[src/rtl/rns_pkg.sv]
// Shared definitions for the sequential binary-to-RNS forward converter
// over the moduli set {2^N-1, 2^N, 2^N+1}.
package rns_pkg;

  typedef enum logic [1:0] {
    IDLE  = 2'd0,
    ACCUM = 2'd1,
    DONE  = 2'd2
  } state_t;

  function automatic int unsigned num_chunks(input int unsigned w, input int unsigned n);
    return (w + n - 1) / n;
  endfunction

  function automatic int unsigned mod_m1(input int unsigned n);
    return (1 << n) - 1;
  endfunction

  function automatic int unsigned mod_p1(input int unsigned n);
    return (1 << n) + 1;
  endfunction

  localparam int unsigned DEF_N  = 4;
  localparam int unsigned MOD_M1 = mod_m1(DEF_N);
  localparam int unsigned MOD_P1 = mod_p1(DEF_N);

endpackage

[src/rtl/rns_modstep.sv]
// Combinational single-chunk update of the mod (2^N-1) and mod (2^N+1)
// accumulators; sub selects the alternating-sign term for 2^N+1.
module rns_modstep
  import rns_pkg::*;
#(
  parameter int unsigned N = 4
) (
  input  logic [N-1:0] acc_m1,
  input  logic [N:0]   acc_p1,
  input  logic [N-1:0] chunk,
  input  logic         sub,
  output logic [N-1:0] nxt_m1,
  output logic [N:0]   nxt_p1
);

  localparam logic [N+1:0] P1 = (N+2)'(mod_p1(N));

  logic [N:0]   sum_m1;
  logic [N+1:0] t_p1;

  // End-around carry keeps acc_m1 in 0..2^N-1, where 2^N-1 aliases zero.
  always_comb begin
    sum_m1 = {1'b0, acc_m1} + {1'b0, chunk};
    nxt_m1 = sum_m1[N-1:0] + {{(N-1){1'b0}}, sum_m1[N]};
  end

  // Add range 0..2^(N+1)-1 or signed subtract range -(2^N-1)..2^N both fit
  // N+2 bits, so a single conditional +/-(2^N+1) lands in 0..2^N.
  always_comb begin
    if (sub) begin
      t_p1 = {1'b0, acc_p1} - {2'b00, chunk};
      if (t_p1[N+1]) t_p1 = t_p1 + P1;
    end else begin
      t_p1 = {1'b0, acc_p1} + {2'b00, chunk};
      if (t_p1 >= P1) t_p1 = t_p1 - P1;
    end
    nxt_p1 = t_p1[N:0];
  end

endmodule

[src/rtl/rns_forward_seq.sv]
// Sequential binary-to-RNS forward converter: folds the operand one N-bit
// chunk per cycle, with valid/ready handshakes on input and output.
module rns_forward_seq
  import rns_pkg::*;
#(
  parameter int unsigned N = 4,
  parameter int unsigned W = 13
) (
  input  logic         clk,
  input  logic         rst,
  input  logic         in_valid,
  output logic         in_ready,
  input  logic [W-1:0] in_data,
  output logic         out_valid,
  input  logic         out_ready,
  output logic [N-1:0] res_m1,
  output logic [N-1:0] res_p0,
  output logic [N:0]   res_p1,
  output logic         busy
);

  localparam int unsigned K  = num_chunks(W, N);
  localparam int unsigned IW = (K > 1) ? $clog2(K) : 1;
  localparam logic [N-1:0] M1      = N'(mod_m1(N));
  localparam logic [IW-1:0] IDX_LAST = IW'(K - 1);

  state_t state, state_nxt;

  logic [W-1:0]   op;
  logic [K*N-1:0] op_pad;
  logic [IW-1:0]  idx;
  logic [N-1:0]   acc_m1, nxt_m1;
  logic [N:0]     acc_p1, nxt_p1;
  logic [N-1:0]   chunk;
  logic           accept, last;

  assign op_pad = (K*N)'(op);
  assign chunk  = op_pad[idx*N +: N];
  assign last   = (idx == IDX_LAST);

  rns_modstep #(.N(N)) u_step (
    .acc_m1 (acc_m1),
    .acc_p1 (acc_p1),
    .chunk  (chunk),
    .sub    (idx[0]),
    .nxt_m1 (nxt_m1),
    .nxt_p1 (nxt_p1)
  );

  always_ff @(posedge clk or posedge rst) begin
    if (rst) state <= IDLE;
    else     state <= state_nxt;
  end

  always_comb begin
    state_nxt = state;
    in_ready  = 1'b0;
    out_valid = 1'b0;
    busy      = 1'b0;
    accept    = 1'b0;
    unique case (state)
      IDLE: begin
        in_ready = 1'b1;
        accept   = in_valid;
        if (in_valid) state_nxt = ACCUM;
      end
      ACCUM: begin
        busy = 1'b1;
        if (last) state_nxt = DONE;
      end
      DONE: begin
        busy      = 1'b1;
        out_valid = 1'b1;
        if (out_ready) state_nxt = IDLE;
      end
      default: state_nxt = IDLE;
    endcase
  end

  always_ff @(posedge clk or posedge rst) begin
    if (rst) begin
      op     <= '0;
      idx    <= '0;
      acc_m1 <= '0;
      acc_p1 <= '0;
      res_m1 <= '0;
      res_p0 <= '0;
      res_p1 <= '0;
    end else if (accept) begin
      op     <= in_data;
      idx    <= '0;
      acc_m1 <= '0;
      acc_p1 <= '0;
    end else if (state == ACCUM) begin
      acc_m1 <= nxt_m1;
      acc_p1 <= nxt_p1;
      if (idx == '0) res_p0 <= chunk;
      // Result registers load on the final chunk so they are valid with out_valid.
      if (last) begin
        res_m1 <= (nxt_m1 == M1) ? '0 : nxt_m1;
        res_p1 <= nxt_p1;
      end else begin
        idx <= idx + 1'b1;
      end
    end
  end

endmodule

[config.mk]
export PLATFORM = sky130hd
export DESIGN_NAME = rns_forward_seq
export DESIGN_NICKNAME = d
export VERILOG_FILES = /design/src/rtl/rns_pkg.sv /design/src/rtl/rns_modstep.sv /design/src/rtl/rns_forward_seq.sv
export SDC_FILE = /design/constraint.sdc
export NUM_CORES = 1
export LEC_CHECK = 0
export ABC_CLOCK_PERIOD_IN_PS = 3500
export CORE_MARGIN = 2
export CORE_UTILIZATION = 40
export CTS_CLUSTER_SIZE = 8
export DETAILED_ROUTE_END_ITERATION = 16
export PLACE_DENSITY = 0.65
export SLEW_MARGIN = 30
export SYNTH_ARGS = -nofsm -noshare
export SYNTH_HDL_FRONTEND = slang
export SYNTH_SLANG_ARGS = --single-unit
[constraint.sdc]
create_clock -name clk -period 3.5 [get_ports clk]
set_clock_uncertainty 0.05 [all_clocks]
set_input_delay 0.525 -clock clk [delete_from_list [all_inputs] [get_ports clk]]
set_output_delay 0.525 -clock clk [all_outputs]
set_load 0.02 [all_outputs]
==> results of run 1 <==
[timing repair]
action	in CTS	in global routing
setup endpoints to repair	0	8
hold endpoints to repair	0	0
resized for setup	0	2
[per-stage QoR]
step / hold WS (ns) / std cells
3_5_place_dp: 0.413 / 391
4_1_cts: 0.434 / 399
3_3_place_gp: 0.416 / 391
2_1_floorplan: 0.390 / 286
5_1_grt: 0.449 / 399
6_report: 0.431 / 399
[cell type report]
cell class	instances	share of cell area
inverters	22	0.0260
clock buffers	6	0.0260
repair buffers	39	0.119
clock inverters	2	0.0110
flip-flops and latches	39	0.307
multi-input cells	214	0.481
well taps	77	0.0303
[flip-flops by register name, indices dropped and copies added, names as in the netlist]
register	count
op	13
acc_p1	5
res_p1	5
acc_m1	4
res_m1	4
res_p0	4
idx	2
state	2
[cell families after synthesis]
| logic type | count (synthesis) | share of synthesized area |
|---|---|---|
| buffers and inverters | 33 | 0.0505 |
| adders and majority gates | 25 | 0.128 |
| and+or+nand+nor | 102 | 0.176 |
| xor gates and xnor gates | 12 | 0.0457 |
| muxes | 11 | 0.0476 |
| DFF | 39 | 0.371 |
| AOI/OAI and AO/OA | 64 | 0.181 |
[routing by layer]
| metal | up-vias | wire [microns] | global-route usage |
|---|---|---|---|
| li1 | 1057 | - | - |
| met1 | 999 | 2750 | 0.248 |
| met2 | 47 | 2810 | 0.283 |
| met3 | 12 | 186 | 0.0340 |
| met4 | 0 | 116 | 0.0635 |
| met5 | - | 0 | 0 |
[path summary, 6_finish.rpt]
check	start	end	cells after the start
max	idx[0]$_DFFE_PP0P_	acc_p1[4]$_DFFE_PP0P_	11
max in group asynchronous	rst	res_p0[1]$_DFFE_PP0P_	3
max reg2reg	idx[0]$_DFFE_PP0P_	acc_p1[4]$_DFFE_PP0P_	11
min in group asynchronous	rst	res_p1[3]$_DFFE_PP0P_	2
min	op[12]$_DFFE_PP0P_	op[12]$_DFFE_PP0P_	2
min reg2reg	op[12]$_DFFE_PP0P_	op[12]$_DFFE_PP0P_	2
[synth_stat cells (3+ instances only)]
master     n
a21o_1     6
a21oi_1   15
a22o_1     4
a31oi_1    4
clkbuf_1   7
dfrtp_1   39
fa_1       3
ha_1      22
inv_1     21
mux2i_1    8
nand2_1   56
nand3_1    3
nor2_1    19
nor2b_1    5
nor3_1     3
nor3b_1    3
o211ai_1   3
o21ai_0    8
o21ai_1    4
xnor2_1    6
xor2_1     4
[worst max-delay path: stages, from the launching register on]
cell and delay [ns]:
dfrtp_1 0.45, mux4_2 0.59, ha_1 0.22, inv_1 0.06, fa_1 0.44, ha_1 0.20, inv_1 0.10, o211ai_1 0.13
or4b_1 0.51, and4_4 0.20, a211oi_2 0.16, a31o_1 0.12
==> summary.md, run 1 <==
| Metric | Value |
|---|---|
| Routed WL | `5860 microns` |
| Vias | `2115` |
| Worst-skew pair later-pin latency | `0.30 ns` |
| Postcts setup bufs | `0` |
| Run status | `finished clean` |
| Commonest non-fill, non-tap cell in the layout | `nand2_1` |
| Grt ovf | `0` |
| Max_cap viols | `0` |
| DRT Pass-1 Iters | `4` |
| Die extent in x | `85.1 microns` |
| H-Tree Level Count | `2` |
| Worst Path Arrival | `3.47 ns` |
| P&R area growth vs syn | `20.8%` |
| Design Area, Final | `3180 sq um` |
| Die area | `7240 sq um` |
| CTS tree | `built` |
| Slew margin rel. | `0.484` |
| Largest net degree at the start of global routing | `21` |
| Starting Density | `0.414` |
| Residual DRC | `0` |
| Post-CTS Hold Buffers | `0` |
| Share of cells above drive strength 1 | `0.106` |
| Crit end category | `flip-flop` |
| HP Class | `flip-flop to flip-flop` |
| Row Count | `29` |
| Kind of critical path | `flip-flop to flip-flop` |
| Yosys warnings | `0` |
| Slew @ Worst Pin | `0.773 ns` |
| DP Area | `3050 sq um` |
| Syn Std Cell Area | `2630 sq um` |
| Die height | `85.1 microns` |
| Setup-failing EPs final | `0` |
| Worst Path Max Fanout | `4` |
| Root Buffer | `clkbuf_8` |
| Post-synth EDFFs | `0` |
| DRT iter0 DRCs | `104` |
| Hpwl dp | `4540 microns` |
| Final #Nets | `363` |
| Sequential share of the synthesized area | `0.371` |
| Filler instances | `562` |
| Routed vias/inst | `5.30` |
| Initial antenna violation count | `0` |
| Clk sinks | `39` |
| Total core area | `6350 sq um` |
| Post-synth ARST share | `1.00` |
| Setup WS post-layout | `0.217 ns` |
| Multi-input logic area | `1530 sq um` |
| Avg WL per Cell | `14.7 microns` |
| Cells after synthesis | `286` |
| Clock buffer depth | `2` |
| Most frequent cells in the layout | `nand2_1 (56), dfrtp_1 (39), clkdlybuf4s50_1 (32)` |
| Final Hold Viols | `0` |
| Clock Pin Slew Worst Setup and Hold Paths | `0.08 ns` |
| Dpl ws | `0.238 ns` |
| Count of cell types in the netlist | `55` |
| Setup TNS Final | `0 ns` |
| Placer Congestion | `0.916` |
| GRT Util Overall | `0.180` |
| Register area | `976 sq um` |
| Inserted Clock Buffers | `5` |
| Main synth FF type | `dfrtp_1` |
| Mapped Nets | `328` |
| Synth area leaders | `dfrtp_1 (37%), ha_1 (10%), nand2_1 (8.0%)` |
| CP Launch Type | `flip-flop` |
| Final Util | `0.500` |
| Global-route wire length before repair | `10300 microns` |
| Antenna diodes | `0` |
| Flop2flop setup slack | `0.22 ns` |
| Syn_area_per_cell | `9.19 sq um` |
| Max Fclk | `305 MHz` |
| Max-slew violation count | `0` |
| Period utilisation layout | `0.938` |
| Cell taking the most area after synthesis | `dfrtp_1` |
| Boundary pin count | `33` |
| IO Port Bufs | `32` |
| Req. time, crit path | `3.69 ns` |
| Post-synth top area share | `0.371` |
| RSZ-0062 raised after global routing | `no` |
| Vias in the first global route | `2036` |
| Antenna Violating Nets Remaining | `0` |
| Crit path time final | `3.28 ns` |
| FF+latch count, synth | `39` |
Power of run 1 is not shown: default switching activity piles up to over one toggle a cycle in this logic, so the estimate is an artifact.
==> run 2: changes to the inputs <==
- CELL_PAD_IN_SITES_DETAIL_PLACEMENT: default -> 1
- CELL_PAD_IN_SITES_GLOBAL_PLACEMENT: default -> 2
- CORE_UTILIZATION: 40 -> 30
- PLACE_DENSITY: 0.65 -> 0.76
==> summary.md, run 2 (synthesis results as in run 1) <==
| Metric | Value |
|---|---|
| Run status | `finished clean` |
| Grt ovf | `0 (unchanged)` |
| Share of cells above drive strength 1 | `0.108 (+0.00277)` |
| Largest net degree at the start of global routing | `40 (+90%)` |
| Final #Nets | `364 (+0.28%)` |
| CP Launch Type | `flip-flop` |
| Clock buffer depth | `2 (unchanged)` |
| Worst Path Max Fanout | `4 (unchanged)` |
| IO Port Bufs | `32 (unchanged)` |
| RSZ-0062 raised after global routing | `no` |
| Worst R2R End | `acc_p1[4]$_DFFE_PP0P_` |
| Die height | `97.6 microns (+15%)` |
| Root Buffer | `clkbuf_8` |
| Row Count | `34 (+17%)` |
| Worst-skew pair later-pin latency | `0.30 ns (about the same)` |
| Largest Register | `op` |
| Placer Congestion | `0.808 (-12%)` |
| Slowest stage delay, CP | `0.57 ns (-0.02 ns)` |
| Routed vias/inst | `4.93 (-6.9%)` |
| Worst Hold Depth | `2 (unchanged)` |
| HP Class | `flip-flop to flip-flop` |
| Setup TNS Final | `0 ns (unchanged)` |
| Period utilisation layout | `0.913 (-0.0254)` |
| Initial antenna violation count | `0 (unchanged)` |
| Req. time, crit path | `3.69 ns (about the same)` |
| Starting Density | `0.306 (-0.108)` |
| GRT Util Overall | `0.155 (-0.0251)` |
| Inserted Clock Buffers | `5 (unchanged)` |
| Max-slew violation count | `0 (unchanged)` |
| Antenna Violating Nets Remaining | `0 (unchanged)` |
| Slowest CP cell | `mux4_2` |
| Commonest non-fill, non-tap cell in the layout | `nand2_1` |
| Crit end category | `flip-flop` |
| Vias | `2126 (+0.52%)` |
| Routed WL | `6820 microns (+16%)` |
| DRT Pass-1 Iters | `4 (unchanged)` |
| Setup-failing EPs final | `0 (unchanged)` |
| Largest register FFs | `13 (unchanged)` |
| Delay-heaviest family, CP | `adder cells` |
| Slew margin rel. | `0.492 (+0.00819)` |
| Global-route wire length before repair | `11800 microns (+14%)` |
| Vias in the first global route | `2318 (+14%)` |
| Clk sinks | `39 (unchanged)` |
| Max Fclk | `313 MHz (+2.8%)` |
| FF-to-FF Start | `idx[0]$_DFFE_PP0P_` |
| Crit path time final | `3.19 ns (-0.0890 ns)` |
| Boundary pin count | `33 (unchanged)` |
| Hold path startpoint | `op[5]$_DFFE_PP0P_` |
| Die area | `9530 sq um (+32%)` |
| Avg WL per Cell | `15.8 microns (+7.8%)` |
| Postcts setup bufs | `0 (unchanged)` |
| Max_cap viols | `0 (unchanged)` |
| Residual DRC | `0 (unchanged)` |
| Final Hold Viols | `0 (unchanged)` |
| Crit path buffers/inverters | `2 (unchanged)` |
| Worst Hold End | `op[5]$_DFFE_PP0P_` |
| Post-CTS Hold Buffers | `0 (unchanged)` |
| Slew @ Worst Pin | `0.762 ns (-0.0114 ns)` |
| P&R area growth vs syn | `21.4%` |
| Kind of critical path | `flip-flop to flip-flop` |
| Flop2flop setup slack | `0.31 ns (+0.09 ns)` |
| Reg2reg path depth | `11 (unchanged)` |
| Clock Pin Slew Worst Setup and Hold Paths | `0.09 ns (about the same)` |
| Top flop regs | `op (13), acc_p1 (5), res_p1 (5)` |
| Post_cts resized | `0 (unchanged)` |
| Hpwl dp | `5370 microns (+18%)` |
| Filler instances | `1011 (+80%)` |
| Worst Path Arrival | `3.39 ns (-0.08 ns)` |
| DRT iter0 DRCs | `37 (-64%)` |
| CTS tree | `built` |
| Most frequent cells in the layout | `nand2_1 (56), dfrtp_1 (39), clkdlybuf4s50_1 (32)` |
| Die extent in x | `97.6 microns (+15%)` |
| Worst-path cell chain | `mux4_2, ha_1, inv_1, fa_1, ha_1, inv_1, o211ai_1, or4b_1, and4_4, a211oi_2, a31o_1` |
| Total core area | `8590 sq um (+35%)` |
| Antenna diodes | `0 (unchanged)` |
| H-Tree Level Count | `2 (unchanged)` |
## run 2: routing by layer
| layer | wire length (microns) | track usage |
|---|---|---|
| met1 | 3090 | 0.197 |
| met4 | 92 | 0.0374 |
| met2 | 3490 | 0.277 |
| met3 | 146 | 0.0201 |
| met5 | 0 | 0 |
## run 2: layout make-up
type	instances	area, sq um	area share
clock inverters	3	20.0	0.00627
clock buffers	5	68.8	0.0216
multi-input cells	214	1530	0.479
inverters	22	82.6	0.0259
flip-flops and latches	39	976	0.306
repair buffers	40	380	0.119
well taps	108	135	0.0424
## run 2: how the worst max path moves through the flow
| stage | startpoint | cells after the start | endpoint |
|---|---|---|---|
| after floorplan | idx[0]$_DFFE_PP0P_ | 12 | acc_p1[4]$_DFFE_PP0P_ |
| after global placement | idx[0]$_DFFE_PP0P_ | 15 | res_m1[2]$_DFFE_PP0P_ |
| after detailed placement | idx[0]$_DFFE_PP0P_ | 15 | res_m1[2]$_DFFE_PP0P_ |
| after CTS | idx[0]$_DFFE_PP0P_ | 15 | res_m1[2]$_DFFE_PP0P_ |
| after global routing | idx[0]$_DFFE_PP0P_ | 15 | res_m1[2]$_DFFE_PP0P_ |
| final | idx[0]$_DFFE_PP0P_ | 11 | acc_p1[4]$_DFFE_PP0P_ |
## run 2: per-stage QoR
| step | instance area (sq um) | util | cells | hold WS [ns] | setup slack [ns] |
|---|---|---|---|---|---|
| floorplan | 2630 | - | 286 | 0.390 | 0.129 |
| global placement | 3100 | 0.361 | 423 | 0.409 | 0.278 |
| detailed placement | 3100 | 0.361 | 423 | 0.416 | 0.215 |
| CTS | 3190 | 0.371 | 431 | 0.438 | 0.165 |
| global route | 3190 | 0.371 | 431 | 0.454 | 0.00823 |
| finish | 3190 | 0.371 | 431 | 0.431 | 0.306 |
## run 2: worst min-delay path, delay by kind of cell (launching register included)
kind / cells / cell delay (ns)
and+or+nand+nor: 2 / 0.10
DFF: 1 / 0.35
Power of run 2 is left out for the same reason.
==> run 3: changes to the inputs <==
- ABC_CLOCK_PERIOD_IN_PS: 3500 -> default
- SKIP_CTS_REPAIR_TIMING: default -> 1
==> results of run 3 <==
The final DEF is identical to that of run 2; final timing and power are the same.
Power of run 3 is left out for the same reason.
